<file path="config.mk">
export PLATFORM = sky130hd
export DESIGN_NAME = sdram_port_arbiter_v2_flat
export DESIGN_NICKNAME = d
export VERILOG_FILES = /design/src/rtl/sdram_port_arbiter_v2_pkg.sv /design/src/rtl/sdram_port_arbiter_v2_if.sv /design/src/rtl/sdram_port_arbiter_v2_grant.sv /design/src/rtl/sdram_port_arbiter_v2.sv /design/src/flat_wrapper.sv
export SDC_FILE = /design/constraint.sdc
export NUM_CORES = 1
export LEC_CHECK = 0
export BUFFER_PORTS_ARGS = -buffer_cell sky130_fd_sc_hd__buf_2
export CAP_MARGIN = 15
export CORE_AREA = 2 2 90 92
export DETAILED_ROUTE_END_ITERATION = 7
export DIE_AREA = 0 0 92 94
export PLACE_DENSITY = 0.76
export SLEW_MARGIN = 15
export SYNTH_ARGS = -nofsm -noshare
export SYNTH_HDL_FRONTEND = slang
export SYNTH_HIERARCHICAL = 1
export SYNTH_SLANG_ARGS = --single-unit
</file>
<file path="constraint.sdc">
create_clock -name sdram_clk -period 2.44 [get_ports sdram_clk]
set_input_delay 0.488 -clock sdram_clk [delete_from_list [all_inputs] [get_ports sdram_clk]]
set_output_delay 0.488 -clock sdram_clk [all_outputs]
set_load 0.05 [all_outputs]
</file>
<file path="src/rtl/sdram_port_arbiter_v2_pkg.sv">
// rtl/sdram_port_arbiter_v2_pkg.sv - shared arbitration policy encodings and grant helper functions
package sdram_arb_pkg;

  localparam int POL_RR   = 0;
  localparam int POL_PRIO = 1;
  localparam int MAXP     = 16;

  function automatic int clog2_min1(input int n);
    int r;
    r = 0;
    while ((1 << r) < n) r++;
    return (r < 1) ? 1 : r;
  endfunction

  function automatic logic [3:0] onehot2bin(input logic [MAXP-1:0] oh);
    logic [3:0] res;
    res = '0;
    for (int i = 0; i < MAXP; i++) begin
      if (oh[i]) res = res | 4'(i);
    end
    return res;
  endfunction

  function automatic logic [MAXP-1:0] prio_next(input logic [MAXP-1:0] req);
    logic [MAXP-1:0] res;
    res = '0;
    for (int i = MAXP-1; i >= 0; i--) begin
      if (req[i]) res = 16'(1) << i;
    end
    return res;
  endfunction

  // Scan owner+1 upward with wrap; the owner itself is reached last (off == n).
  function automatic logic [MAXP-1:0] rr_next(input logic [MAXP-1:0] cur,
                                               input logic [MAXP-1:0] req,
                                               input int n);
    logic [MAXP-1:0] res;
    logic            found;
    logic [3:0]      ib;
    int              c;
    res   = cur;
    found = 1'b0;
    c     = int'(onehot2bin(cur));
    for (int off = 1; off <= MAXP; off++) begin
      if (n > 0 && off <= n && !found) begin
        ib = 4'((c + off) % n);
        if (req[ib]) begin
          res   = 16'(1) << ib;
          found = 1'b1;
        end
      end
    end
    return res;
  endfunction

endpackage

</file>
<file path="src/rtl/sdram_port_arbiter_v2_if.sv">
// rtl/sdram_port_arbiter_v2_if.sv - arbiter-to-controller command/data bus
interface sdram_port_arbiter_v2_if #(
  parameter int AW = 32,
  parameter int DW = 16
);
  logic [AW-1:0]   adr_o;
  logic            we_o;
  logic            acc_o;
  logic [DW-1:0]   dat_o;
  logic [DW/8-1:0] sel_o;
  logic            dv_o;
  logic            ack_i;
  logic            vld_i;

  modport master (output adr_o, we_o, acc_o, dat_o, sel_o, dv_o, input ack_i, vld_i);
  modport slave  (input adr_o, we_o, acc_o, dat_o, sel_o, dv_o, output ack_i, vld_i);
endinterface

</file>
<file path="src/rtl/sdram_port_arbiter_v2_grant.sv">
// rtl/sdram_port_arbiter_v2_grant.sv - owner register, quantum counter and policy select
module sdram_arb_grant
  import sdram_arb_pkg::*;
#(
  parameter int WB_PORTS = 3,
  parameter int QUANTUM  = 4,
  parameter int POL_SEL  = POL_RR,
  parameter int PW       = 2,
  parameter int QW       = 3
) (
  input  logic                clk,
  input  logic                rst,
  input  logic                idle_i,
  input  logic [WB_PORTS-1:0] acc_i,
  input  logic                ack_i,
  output logic [WB_PORTS-1:0] grant_o,
  output logic [PW-1:0]       grant_enc_o,
  output logic                quantum_exp_o
);

  localparam logic [QW-1:0] QMAX = QW'(QUANTUM);

  logic [WB_PORTS-1:0] grant_q, grant_d;
  logic [PW-1:0]       enc_q, enc_d;
  logic [QW-1:0]       cnt_q, cnt_d;
  logic                qexp_q, qexp_d;
  logic [MAXP-1:0]     pick;
  logic                owner_acc, other_req, sw, pick_ok;

  always_comb begin
    owner_acc = |(acc_i & grant_q);
    other_req = |(acc_i & ~grant_q);
    // Never re-arbitrate on an ack cycle so the ack lands on the port it belongs to.
    sw = idle_i & ~ack_i & (~owner_acc | (qexp_q & other_req));
    if (POL_SEL == POL_PRIO) pick = prio_next(16'(acc_i));
    else                     pick = rr_next(16'(grant_q), 16'(acc_i), WB_PORTS);
    pick_ok = ~|(pick >> WB_PORTS);

    grant_d = grant_q;
    if (sw && (|acc_i) && pick_ok) grant_d = pick[WB_PORTS-1:0];
    enc_d = PW'(onehot2bin(16'(grant_d)));

    cnt_d = cnt_q;
    if (grant_d != grant_q)             cnt_d = '0;
    else if (ack_i && (cnt_q != QMAX))  cnt_d = cnt_q + 1'b1;
    qexp_d = (QUANTUM != 0) && (cnt_d == QMAX);
  end

  always_ff @(posedge clk) begin
    if (rst) begin
      grant_q <= WB_PORTS'(1);
      enc_q   <= '0;
      cnt_q   <= '0;
      qexp_q  <= 1'b0;
    end else begin
      grant_q <= grant_d;
      enc_q   <= enc_d;
      cnt_q   <= cnt_d;
      qexp_q  <= qexp_d;
    end
  end

  assign grant_o       = grant_q;
  assign grant_enc_o   = enc_q;
  assign quantum_exp_o = qexp_q;

endmodule

</file>
<file path="src/rtl/sdram_port_arbiter_v2.sv">
// rtl/sdram_port_arbiter_v2.sv - N-port SDRAM command arbiter: owner data mux and ack/vld routing
module sdram_port_arbiter_v2
  import sdram_arb_pkg::*;
#(
  parameter int    WB_PORTS = 3,
  parameter int    DW       = 16,
  parameter int    AW       = 32,
  parameter string POLICY   = "RR",
  parameter int    QUANTUM  = 4,
  parameter int    PW       = clog2_min1(WB_PORTS)
) (
  input  logic                     sdram_clk,
  input  logic                     sdram_rst,
  input  logic                     sdram_idle_i,
  input  logic [WB_PORTS*AW-1:0]   p_adr_i,
  input  logic [WB_PORTS-1:0]      p_we_i,
  input  logic [WB_PORTS-1:0]      p_acc_i,
  input  logic [WB_PORTS*DW-1:0]   p_dat_i,
  input  logic [WB_PORTS*DW/8-1:0] p_sel_i,
  input  logic [WB_PORTS-1:0]      p_dv_i,
  output logic [WB_PORTS-1:0]      p_ack_o,
  output logic [WB_PORTS-1:0]      p_vld_o,
  sdram_port_arbiter_v2_if.master  ctrl,
  output logic [WB_PORTS-1:0]      grant_o,
  output logic [PW-1:0]            grant_enc_o,
  output logic                     quantum_exp_o
);

  localparam int POL_SEL = (POLICY == "PRIO") ? POL_PRIO : POL_RR;
  localparam int QW      = clog2_min1(QUANTUM + 1);

  sdram_arb_grant #(
    .WB_PORTS (WB_PORTS),
    .QUANTUM  (QUANTUM),
    .POL_SEL  (POL_SEL),
    .PW       (PW),
    .QW       (QW)
  ) u_grant (
    .clk           (sdram_clk),
    .rst           (sdram_rst),
    .idle_i        (sdram_idle_i),
    .acc_i         (p_acc_i),
    .ack_i         (ctrl.ack_i),
    .grant_o       (grant_o),
    .grant_enc_o   (grant_enc_o),
    .quantum_exp_o (quantum_exp_o)
  );

  // Registered index keeps the mux glitch-free; it is always < WB_PORTS.
  always_comb begin
    int idx;
    idx        = int'(grant_enc_o);
    ctrl.adr_o = p_adr_i[idx*AW +: AW];
    ctrl.we_o  = p_we_i[idx];
    ctrl.acc_o = p_acc_i[idx];
    ctrl.dat_o = p_dat_i[idx*DW +: DW];
    ctrl.sel_o = p_sel_i[idx*(DW/8) +: DW/8];
    ctrl.dv_o  = p_dv_i[idx];
  end

  assign p_ack_o = {WB_PORTS{ctrl.ack_i}} & grant_o;
  assign p_vld_o = {WB_PORTS{ctrl.vld_i}} & grant_o;

endmodule

</file>
<file path="src/flat_wrapper.sv">
// flat-port wrapper written by rule: the top's interface ports become plain ports
module sdram_port_arbiter_v2_flat import sdram_arb_pkg::*;
#(
  parameter int    WB_PORTS = 3,
  parameter int    DW       = 16,
  parameter int    AW       = 32,
  parameter string POLICY   = "  ",
  parameter int    QUANTUM  = 4,
  parameter int    PW       = clog2_min1(WB_PORTS)
)
  (sdram_clk, sdram_rst, sdram_idle_i, p_adr_i, p_we_i, p_acc_i, p_dat_i, p_sel_i, p_dv_i, p_ack_o, p_vld_o, grant_o, grant_enc_o, quantum_exp_o, ctrl_adr_o, ctrl_we_o, ctrl_acc_o, ctrl_dat_o, ctrl_sel_o, ctrl_dv_o, ctrl_ack_i, ctrl_vld_i);
  sdram_port_arbiter_v2_if #(.AW(AW), .DW(DW)) ctrl_i ();
  input  logic sdram_clk;
  input  logic sdram_rst;
  input  logic sdram_idle_i;
  input  logic [WB_PORTS*AW-1:0] p_adr_i;
  input  logic [WB_PORTS-1:0] p_we_i;
  input  logic [WB_PORTS-1:0] p_acc_i;
  input  logic [WB_PORTS*DW-1:0] p_dat_i;
  input  logic [WB_PORTS*DW/8-1:0] p_sel_i;
  input  logic [WB_PORTS-1:0] p_dv_i;
  output logic [WB_PORTS-1:0] p_ack_o;
  output logic [WB_PORTS-1:0] p_vld_o;
  output logic [WB_PORTS-1:0] grant_o;
  output logic [PW-1:0] grant_enc_o;
  output logic quantum_exp_o;
  output wire logic [$bits(ctrl_i.adr_o)-1:0] ctrl_adr_o;
  output wire logic [$bits(ctrl_i.we_o)-1:0] ctrl_we_o;
  output wire logic [$bits(ctrl_i.acc_o)-1:0] ctrl_acc_o;
  output wire logic [$bits(ctrl_i.dat_o)-1:0] ctrl_dat_o;
  output wire logic [$bits(ctrl_i.sel_o)-1:0] ctrl_sel_o;
  output wire logic [$bits(ctrl_i.dv_o)-1:0] ctrl_dv_o;
  input wire logic [$bits(ctrl_i.ack_i)-1:0] ctrl_ack_i;
  input wire logic [$bits(ctrl_i.vld_i)-1:0] ctrl_vld_i;
  assign ctrl_adr_o = ctrl_i.adr_o;
  assign ctrl_we_o = ctrl_i.we_o;
  assign ctrl_acc_o = ctrl_i.acc_o;
  assign ctrl_dat_o = ctrl_i.dat_o;
  assign ctrl_sel_o = ctrl_i.sel_o;
  assign ctrl_dv_o = ctrl_i.dv_o;
  assign ctrl_i.ack_i = ctrl_ack_i;
  assign ctrl_i.vld_i = ctrl_vld_i;
  sdram_port_arbiter_v2 #(.WB_PORTS(WB_PORTS), .DW(DW), .AW(AW), .POLICY(POLICY), .QUANTUM(QUANTUM), .PW(PW)) u_core (.sdram_clk(sdram_clk), .sdram_rst(sdram_rst), .sdram_idle_i(sdram_idle_i), .p_adr_i(p_adr_i), .p_we_i(p_we_i), .p_acc_i(p_acc_i), .p_dat_i(p_dat_i), .p_sel_i(p_sel_i), .p_dv_i(p_dv_i), .p_ack_o(p_ack_o), .p_vld_o(p_vld_o), .ctrl(ctrl_i), .grant_o(grant_o), .grant_enc_o(grant_enc_o), .quantum_exp_o(quantum_exp_o));
endmodule
</file>
==> impl_metrics.json, run 1 <==
{
  "portBuffers": 228,
  "grt_overflow_total": 0,
  "fillers": 720,
  "worstPathCellList": "buf_8, nor2b_4, buf_6, o2bb2ai_1, buf_12",
  "post_synthesis_net_count": 419,
  "floorplan.die.height_um": 94,
  "max_slew.worst_pin.slew_ns": 0.515,
  "synth_area_leaders": "o2bb2ai_2 (30%), mux2i_1 (24%), dfxtp_1 (5.7%)",
  "top_routing_layer_in_use": "met4",
  "timing.critical_path.slowest_cell_delay_ns": 0.40,
  "layout_worst_path_cycle_share_pct": 97.1,
  "antenna_found_initial": 1,
  "power_per_cell_area_nw_per_um2": 411,
  "synth-edff-count": 0,
  "die_area_sq_um": 8650,
  "area_of_the_mapped_netlist_sq_um": 2460,
  "yosysSeqAreaShare_pct": 5.69,
  "leakagePower_nw": 1.73,
  "critical_path.startpoint_type": "flip-flop",
  "timing.critical_path.to_type": "output port",
  "ys.flop_type": "dfxtp_1",
  "holdBufCountCts": 0,
  "post-route-drc-count": 0,
  "postSynthRegisterBits": 7,
  "critPathBufInv": 3,
  "clk_latency_worst_skew_pair_ns": 0.24,
  "rsz0062_at_grt": "true",
  "drtPass1Iterations": 4,
  "dp.cells": 567,
  "setup-tns-final_ns": 0,
  "ant_nets": 0,
  "clk_pin_slew_worst_paths_ns": 0.05,
  "layoutNonFillerInstCount": 575,
  "critPathTopFamily": "buffers and inverters",
  "synth_top_cell_by_area": "o2bb2ai_2",
  "maxCapViolCount": 0,
  "cts_max_level": 1,
  "worst_ep_required_time_ns": 1.95,
  "syn_inst_count": 245,
  "utilization_after_layout_pct": 50.9,
  "clock-root-buffer": "clkbuf_8",
  "finalMaxSlewViolations": 0,
  "yosys.cell_count.top_type": "mux2i_1",
  "status": "completed",
  "io_pins": 229,
  "timing.critical_path.fanout_max": 31,
  "syn_area_per_cell_sq_um": 10.1,
  "routabilityCongestion": 0.875,
  "yosys.cell_types.count": 48,
  "netlist_top_cells_count": "mux2i_1 (58), o2bb2ai_2 (50), ha_1 (10), nor2_1 (10), nand2_1 (9)",
  "initial_core_util_pct": 32.4,
  "min-delay-path-class": "in -> reg",
  "hold_viol_final": 0,
  "detail_route.vias_per_cell": 5.19,
  "met2WireLength_mm": 5.03,
  "clock.fmax_mhz": 422,
  "relative_slew_slack_pct": 65.7,
  "critPathSlowestCell": "dfxtp_4",
  "drive_above_1_share_pct": 67.4,
  "routed_wl_mm": 9.93,
  "timing.setup.critical_path_class": "reg -> out",
  "finish.net_count": 647,
  "drt-initial-drc-count": 94,
  "grt_pass1_vias": 2821,
  "report.power.total_mw": 1.59,
  "synth-async-reset-ratio_pct": 0,
  "grt_max_degree": 43,
  "ir_worst_vdd_mv": 0.260,
  "holdWs_ns": 0.471,
  "finalSetupViolations": 0,
  "finalWorstPathRequiredPeriod_ns": 2.37,
  "num_vias": 2987,
  "core_area_sq_um": 7610,
  "synth_top_area_share_pct": 30.5,
  "cts.sink_count": 7,
  "row_count": 32,
  "avgRoutedWirePerCell_um": 17.3,
  "width_of_the_die_um": 92,
  "grt_first_pass_wirelength_mm": 14.0,
  "yosysWarningCount": 6,
  "cts_tree": "yes",
  "m1WireLength_mm": 4.02,
  "dp.final_hpwl_mm": 8.10,
  "area_growth_pct": 57.1,
  "dr_wl_met3_um": 683,
  "cp_data_arrival_time_ns": 1.88,
  "global_router_s_overall_resource_usage_pct": 19.9,
  "clock_tree.buffer_depth": 2,
  "cts_inserted_buffers": 3,
  "clock_skew_ns": 0.00468
}
-- layout make-up --
| class | count | area [sq um] | share of cell area [%] |
|---|---|---|---|
| Antenna cell | 1 | 2.50 | 0.0646 |
| Clock buffer | 4 | 45.0 | 1.16 |
| Inverter | 8 | 36.3 | 0.937 |
| Multi-Input combinational cell | 206 | 2110 | 54.6 |
| Sequential cell | 7 | 148 | 3.81 |
| Tap cell | 102 | 128 | 3.30 |
| Timing Repair Buffer | 247 | 1400 | 36.2 |
-- cell usage in the layout, fill, tap and decap left out, types with 5 or more instances in the layout --
master | netlist | routed
nor3_1 | 5 | 5
nand2_1 | 9 | 9
nor2_1 | 10 | 10
clkbuf_4 | 0 | 13
inv_1 | 8 | 6
mux2i_1 | 58 | 58
ha_1 | 10 | 7
o2bb2ai_2 | 50 | 51
dfxtp_1 | 7 | 5
and2_1 | 6 | 6
buf_2 | 6 | 211
buf_4 | 6 | 15
a21oi_1 | 7 | 6
-- metrics by stage --
step                setup slack (ns)  cell area [sq um]
finish                        0.0713               3870
floorplan                   0.000572               2490
detailed placement            0.0753               3680
global placement               0.149               3680
CTS                         0.000627               3730
global route                 -0.0263               3870
-- path summary, 6_finish.rpt --
kind / start / endpoint / cells after the start / slack, ns
max: u_core/u_grant/grant_o[1] / ctrl_we_o / 5 / 0.07
min: sdram_rst / u_core/u_grant/grant_o[2] / 2 / 0.47
max reg2reg: u_core/u_grant/grant_o[2] / u_core/u_grant/cnt_q[2] / 9 / 0.11
min reg2reg: u_core/u_grant/cnt_q[1] / u_core/u_grant/cnt_q[1] / 2 / 0.48
-- cell families after synthesis --
family	Yosys count	synth area share, %
compound gates	90	43.9
mux	59	24.2
simple gates	45	9.95
buf+inv	32	10.5
fa+ha+maj	10	5.08
flops	7	5.69
xor+xnor	2	0.711
-- power by group --
part,leakage [nW],internal (mW),switching (mW)
logic,1.65,0.453,0.810
registers,0.0587,0.133,0.0167
clock network,0.0228,0.114,0.0647
total,1.73,0.700,0.891
-- repair_timing --
action	CTS	global route
pin swaps	0	1
buffers inserted	0	2
endpoints found under the hold margin	0	0
gates resized for setup	3	27
cloned	0	1
setup endpoints to repair	53	47
-- flip-flops by register name, indices dropped and copies added (netlist names) --
name,flops
u_core/u_grant/cnt_q,3
u_core/u_grant/grant_o,3
u_core/u_grant/quantum_exp_o,1
-- worst register-to-register path: cells and delay by family, from the launching register on --
kind / cells / cell delay, ns
AOI/OAI and AO/OA: 5 / 1.09
adders and majority gates: 1 / 0.20
and+or+nand+nor: 1 / 0.17
DFF: 1 / 0.35
buffers and inverters: 1 / 0.15
muxes: 1 / 0.29
-- metal layers --
metal | global-route usage (%) | vias up
li1 | - | 1423
met1 | 25.1 | 1406
met2 | 34.6 | 141
met3 | 3.61 | 17
met4 | 5.97 | 0
met5 | 0 | -
Power figures use the tool's default switching activity.
==> run 2: changes to the inputs <==
--- a/config.mk
+++ b/config.mk
@@ -7,9 +7,9 @@
 export LEC_CHECK = 0
 export BUFFER_PORTS_ARGS = -buffer_cell sky130_fd_sc_hd__buf_2
 export CAP_MARGIN = 15
-export CORE_AREA = 2 2 90 92
+export CORE_AREA = 2 2 88 90
 export DETAILED_ROUTE_END_ITERATION = 7
-export DIE_AREA = 0 0 92 94
+export DIE_AREA = 0 0 90 92
 export PLACE_DENSITY = 0.76
 export SLEW_MARGIN = 15
 export SYNTH_ARGS = -nofsm -noshare
==> constraint.sdc (replaced) <==
create_clock -name sdram_clk -period 2.8 [get_ports sdram_clk]
set_input_delay 0.56 -clock sdram_clk [delete_from_list [all_inputs] [get_ports sdram_clk]]
set_output_delay 0.56 -clock sdram_clk [all_outputs]
set_load 0.05 [all_outputs]
==> run 2 against run 1 <==
  * Sequential cell count unchanged
  * Cell area decreased by 3.8%
  * Worst hold slack improved by 0.019 ns
  * Final cell count is 1.4% lower
  * Worst setup slack improved by 0.053 ns
==> impl_metrics.json, run 2 (synthesized netlist as in run 1, its figures left out) <==
{
  "status": "completed",
  "drt-initial-drc-count": 84,
  "ir_worst_vdd_mv": 0.337,
  "fillers": 719,
  "antenna_cell_count": 0,
  "power_frac_seq_pct": 9.8,
  "width_of_the_die_um": 90,
  "die_area_sq_um": 8280,
  "clock_skew_ns": 0.000909,
  "routed_wl_mm": 8.82,
  "rsz0062_at_grt": "false",
  "area_growth_pct": 51.2,
  "critPathTopFamily": "buffers and inverters",
  "most_common_cell_after_layout_fill_and_taps_aside": "buf_2",
  "finalMaxSlewViolations": 0,
  "min-delay-path-class": "reg -> reg",
  "internal_power_uw": 589,
  "drtPass1Iterations": 4,
  "grt_first_pass_wirelength_mm": 13.7,
  "cts_max_level": 1,
  "met2WireLength_mm": 4.58,
  "pwr-share-comb_pct": 79.5,
  "finalSetupViolations": 0,
  "dpl-instance-area_sq_um": 3660,
  "dr_wl_met3_um": 604,
  "leakagePower_nw": 1.69,
  "timing.setup.critical_path_class": "reg -> out",
  "max_slew.worst_pin.slew_ns": 0.549,
  "grt_pass1_vias": 2778,
  "clock_tree.buffer_depth": 2,
  "clock-root-buffer": "clkbuf_8",
  "antenna_found_initial": 0,
  "cts_tree": "yes",
  "ant_nets": 0,
  "global_router_s_overall_resource_usage_pct": 19.7,
  "grt_overflow_total": 0,
  "min_path_cells": 2,
  "power.share.clock_pct": 10.7,
  "grt_max_degree": 51,
  "avgRoutedWirePerCell_um": 15.6,
  "worstRegToRegCells": 9,
  "setup-tns-final_ns": 0,
  "routabilityCongestion": 0.861,
  "worst_ep_required_time_ns": 2.24,
  "critPathSlowestCell": "clkbuf_8",
  "clk_latency_worst_skew_pair_ns": 0.23,
  "dp.cells": 561,
  "maxCapViolCount": 0,
  "clock.fmax_mhz": 374,
  "finalWorstPathRequiredPeriod_ns": 2.68,
  "timing.critical_path.to_type": "output port",
  "clk_pin_slew_worst_paths_ns": 0.04,
  "row_count": 32,
  "top_routing_layer_in_use": "met4",
  "portBuffers": 228,
  "hold_viol_final": 0,
  "detail_route.vias_per_cell": 5.06,
  "layout_worst_path_cycle_share_pct": 95.6,
  "num_vias": 2868,
  "timing.critical_path.fanout_max": 50,
  "initial_core_util_pct": 33.1,
  "post-route-drc-count": 0,
  "power_per_cell_area_nw_per_um2": 360,
  "cts.sink_count": 7,
  "cp_data_arrival_time_ns": 2.12,
  "dp.final_hpwl_mm": 7.34,
  "post-route-cell-area_sq_um": 3730,
  "m1WireLength_mm": 3.59,
  "finish.net_count": 640,
  "drive_above_1_share_pct": 65.4,
  "layout_common_cells": "buf_2 (224), mux2i_1 (58), o2bb2ai_2 (50)",
  "holdBufCountCts": 0,
  "layoutNonFillerInstCount": 567,
  "power.switching_fraction_pct": 56.1,
  "timing.critical_path.slowest_cell_delay_ns": 0.43,
  "power_switching_uw": 752,
  "report.power.total_mw": 1.34,
  "core_area_sq_um": 7450,
  "worstSetupPathDepth": 5,
  "worstPathCellList": "clkbuf_8, nor2b_4, buf_4, o2bb2ai_1, buf_2",
  "cts_inserted_buffers": 3,
  "floorplan.die.height_um": 92,
  "critPathBufInv": 3,
  "relative_slew_slack_pct": 63.1,
  "critical_path.startpoint_type": "flip-flop",
  "io_pins": 229
}
-- run 2: worst reg2reg max path: cells and delay by family, from the launching register on --
family / cells / cell delay, ns
AO/OA/AOI/OAI: 5 / 1.17
adder cells (fa/ha/maj): 1 / 0.23
buffers and inverters: 1 / 0.16
flip-flops: 1 / 0.36
multiplexers: 1 / 0.32
AND/OR/NAND/NOR: 1 / 0.20
-- run 2: cell type report --
| cell class | count | area (sq um) | area share, % |
|---|---|---|---|
| Multi-Input combinational cell | 206 | 2070 | 55.4 |
| Timing Repair Buffer | 240 | 1310 | 35.2 |
| Sequential cell | 7 | 148 | 3.96 |
| Tap cell | 102 | 128 | 3.43 |
| Clock buffer | 4 | 45.0 | 1.21 |
| Inverter | 8 | 30.0 | 0.806 |
-- run 2: what timing repair did --
action                     in CTS  in global routing
buffers inserted                0                  2
pin swaps                       0                  1
gates resized for setup         1                  1
setup endpoints to repair      26                 11
gates cloned                    0                  0
-- run 2: final timing paths --
check / startpoint / endpoint / slack, ns
setup / recovery: u_core/u_grant/grant_o[1] / ctrl_acc_o / 0.12
hold / removal: u_core/u_grant/cnt_q[1] / u_core/u_grant/cnt_q[1] / 0.49
setup reg to reg: u_core/u_grant/grant_o[1] / u_core/u_grant/cnt_q[2] / 0.29
hold reg to reg: u_core/u_grant/cnt_q[1] / u_core/u_grant/cnt_q[1] / 0.49
-- run 2: metal layers --
| layer | GRT usage [%] | up-vias |
|---|---|---|
| met5 | 0 | - |
| met4 | 1.67 | 0 |
| met3 | 3.45 | 5 |
| met2 | 36.0 | 125 |
| met1 | 25.0 | 1332 |
| li1 | - | 1406 |
-- run 2: stage by stage --
step	hold WS [ns]	worst slack, ns	util, %
after floorplan	0.453	0.00523	-
after detailed placement	0.477	0.0847	49.1
after global routing	0.515	0.00894	50.0
final	0.491	0.124	50.0
after CTS	0.488	0.0313	49.8
after global placement	0.470	0.148	49.1
-- run 2: power groups by stage --
stage	sequential [mW]	clock [mW]	combinational, mW
detailed placement	0.132	0	1.06
global placement	0.130	0	1.04
floorplan	0.142	0	0.754
global route	0.133	0.153	1.13
finish	0.131	0.144	1.07
CTS	0.131	0.147	1.06
==> run 3: changes to the inputs <==
--- a/config.mk
+++ b/config.mk
@@ -6,10 +6,11 @@
 export NUM_CORES = 1
 export LEC_CHECK = 0
 export BUFFER_PORTS_ARGS = -buffer_cell sky130_fd_sc_hd__buf_2
-export CAP_MARGIN = 15
+export CAP_MARGIN = 20
 export CORE_AREA = 2 2 88 90
 export DETAILED_ROUTE_END_ITERATION = 7
 export DIE_AREA = 0 0 90 92
+export GPL_TIMING_DRIVEN = 0
 export PLACE_DENSITY = 0.76
 export SLEW_MARGIN = 15
 export SYNTH_ARGS = -nofsm -noshare
==> run 3 against run 2 <==
  * First-iteration DRC count rose by 14%
  * Register-to-register slack got worse by 0.22 ns
  * Fmax fell by 2.1%
  * Largest cell class unchanged
  * Largest power group unchanged
==> impl_metrics.json, run 3 (synthesized netlist as in run 1, its figures left out) <==
{
  "power_frac_seq_pct": 9.7,
  "finalSetupViolations": 0,
  "timing.critical_path.slowest_cell_delay_ns": 0.45,
  "power_per_cell_area_nw_per_um2": 354,
  "max_slew.worst_pin.slew_ns": 0.485,
  "die_area_sq_um": 8280,
  "ir_worst_vdd_mv": 0.276,
  "power.switching_fraction_pct": 56.5,
  "r2r-end": "u_core/u_grant/cnt_q[2]",
  "worstRegToRegCells": 11,
  "post-route-drc-count": 0,
  "ant_nets": 0,
  "routed_wl_mm": 9.50,
  "finalMaxSlewViolations": 0,
  "cts_tree": "yes",
  "fillers": 731,
  "finalWorstPathRequiredPeriod_ns": 2.73,
  "drtPass1Iterations": 4,
  "detail_route.vias_per_cell": 5.15,
  "io_pins": 229,
  "critPathBufInv": 4,
  "cts.sink_count": 7,
  "hold_ep": "u_core/u_grant/cnt_q[1]",
  "worst_ep_required_time_ns": 2.96,
  "worstPathCellList": "clkinvlp_4, ha_1, buf_4, inv_1, a21oi_1, o211ai_1, buf_4, nor2_1, o311ai_2, o2111ai_2, nor3_2",
  "row_count": 32,
  "timing.setup.critical_path_class": "reg -> reg",
  "timing.critical_path.fanout_max": 14,
  "floorplan.die.height_um": 92,
  "antenna_cell_count": 0,
  "worstSetupPathDepth": 11,
  "report.power.total_mw": 1.37,
  "drive_above_1_share_pct": 67.4,
  "regArea_sq_um": 148,
  "pwr-share-comb_pct": 79.6,
  "layout_common_cells": "buf_2 (233), mux2i_1 (58), o2bb2ai_2 (51), buf_4 (14)",
  "dp.final_hpwl_mm": 7.98,
  "clk_pin_slew_worst_paths_ns": 0.04,
  "clock_tree.buffer_depth": 2,
  "core_area_sq_um": 7450,
  "cts_inserted_buffers": 3,
  "timing.critical_path.mode_cell": "buf_4",
  "global_router_s_overall_resource_usage_pct": 20.9,
  "grt_first_pass_wirelength_mm": 14.4,
  "maxCapViolCount": 0,
  "grt_max_degree": 15,
  "internal_power_uw": 594,
  "hold_viol_final": 0,
  "width_of_the_die_um": 90,
  "avgRoutedWirePerCell_um": 16.2,
  "power_switching_uw": 772,
  "clock_skew_ns": 0.00245,
  "utilization_after_layout_pct": 51.9,
  "r2r-start": "u_core/u_grant/grant_o[2]",
  "most_common_cell_after_layout_fill_and_taps_aside": "buf_2",
  "layout_worst_path_cycle_share_pct": 97.7,
  "finish.net_count": 659,
  "cts_max_level": 1,
  "holdBufCountCts": 0,
  "routabilityCongestion": 0.837,
  "power.share.clock_pct": 10.7,
  "initial_core_util_pct": 33.1,
  "critPathSlowestCell": "dfxtp_4",
  "area_growth_pct": 56.8,
  "min_path_cells": 2,
  "hold_path_startpoint": "u_core/u_grant/cnt_q[1]",
  "critPathTopFamily": "compound AO/OA/AOI/OAI gates",
  "multi_input_area_sq_um": 2070,
  "min-delay-path-class": "reg -> reg",
  "num_vias": 3020,
  "rrSetupSlack_ns": 0.07,
  "grt_pass1_vias": 2877,
  "clk_latency_worst_skew_pair_ns": 0.23,
  "relative_slew_slack_pct": 67.7,
  "grt_overflow_total": 0,
  "clock.fmax_mhz": 366,
  "cp_data_arrival_time_ns": 2.90,
  "timing.critical_path.to_type": "flip-flop",
  "status": "completed",
  "clock-root-buffer": "clkbuf_8",
  "leakagePower_nw": 1.77,
  "antenna_found_initial": 0,
  "portBuffers": 228,
  "drt-initial-drc-count": 96,
  "critical_path.startpoint_type": "flip-flop"
}
-- run 3: worst max path at each step --
stage                                         start                      end  slack, ns
after floorplan           u_core/u_grant/grant_o[1]  u_core/u_grant/cnt_q[2]      0.005
after global placement    u_core/u_grant/grant_o[1]  u_core/u_grant/cnt_q[2]      -0.18
after detailed placement  u_core/u_grant/grant_o[1]  u_core/u_grant/cnt_q[2]      -0.21
after CTS                 u_core/u_grant/grant_o[2]  u_core/u_grant/cnt_q[2]      0.004
after global routing      u_core/u_grant/grant_o[2]  u_core/u_grant/cnt_q[2]      -0.05
final                     u_core/u_grant/grant_o[2]  u_core/u_grant/cnt_q[2]       0.07
-- run 3: per-layer routing --
metal | track usage [%] | vias to the layer above | part of all wire, % | wire length, um
met5 | 0 | - | 0 | 0
met4 | 2.95 | 0 | 0.32 | 30
met3 | 2.30 | 2 | 6.2 | 593
li1 | - | 1449 | - | -
met1 | 26.1 | 1441 | 42 | 3990
met2 | 39.2 | 128 | 51 | 4880
-- run 3: area by class of cell --
| type | count | area share, % |
|---|---|---|
| inverter | 8 | 0.972 |
| buffer | 23 | 5.89 |
| tap | 102 | 3.30 |
| clock inverter | 1 | 0.130 |
| timing repair buffer | 236 | 31.2 |
| clock buffer | 3 | 1.07 |
| sequential | 7 | 3.82 |
| multi-input combinational | 206 | 53.6 |
-- run 3: power by group through the flow --
stage	combinational, mW	clock [mW]	sequential, mW
after floorplan	0.754	0	0.142
after global placement	1.05	0	0.134
after detailed placement	1.07	0	0.135
after CTS	1.06	0.150	0.135
after global routing	1.15	0.154	0.134
final	1.09	0.146	0.132
-- run 3: repair_timing --
item,4_1_cts,5_1_grt
gates resized for setup,1,7
pin swaps,0,2
buffers inserted,0,7
cloned,0,1
setup endpoints to repair,4,4
-- run 3: stage by stage --
stage | TNS [ns] | worst slack (ns) | std cells | area (sq um) | hold slack (ns)
2_1_floorplan | 0 | 0.00523 | 245 | 2470 | 0.453
3_3_place_gp | -0.565 | -0.185 | 575 | 3740 | 0.465
3_5_place_dp | -0.659 | -0.212 | 575 | 3740 | 0.478
4_1_cts | 0 | 0.00401 | 578 | 3780 | 0.484
5_1_grt | -0.0964 | -0.0497 | 586 | 3860 | 0.537
6_report | 0 | 0.0653 | 586 | 3860 | 0.492
-- run 3: worst register-to-register path, cell delays in order, from the launching register on --
cell	delay [ns]
dfxtp_4	0.45
clkinvlp_4	0.16
ha_1	0.28
buf_4	0.17
inv_1	0.14
a21oi_1	0.13
o211ai_1	0.33
buf_4	0.21
nor2_1	0.06
o311ai_2	0.28
o2111ai_2	0.23
nor3_2	0.22
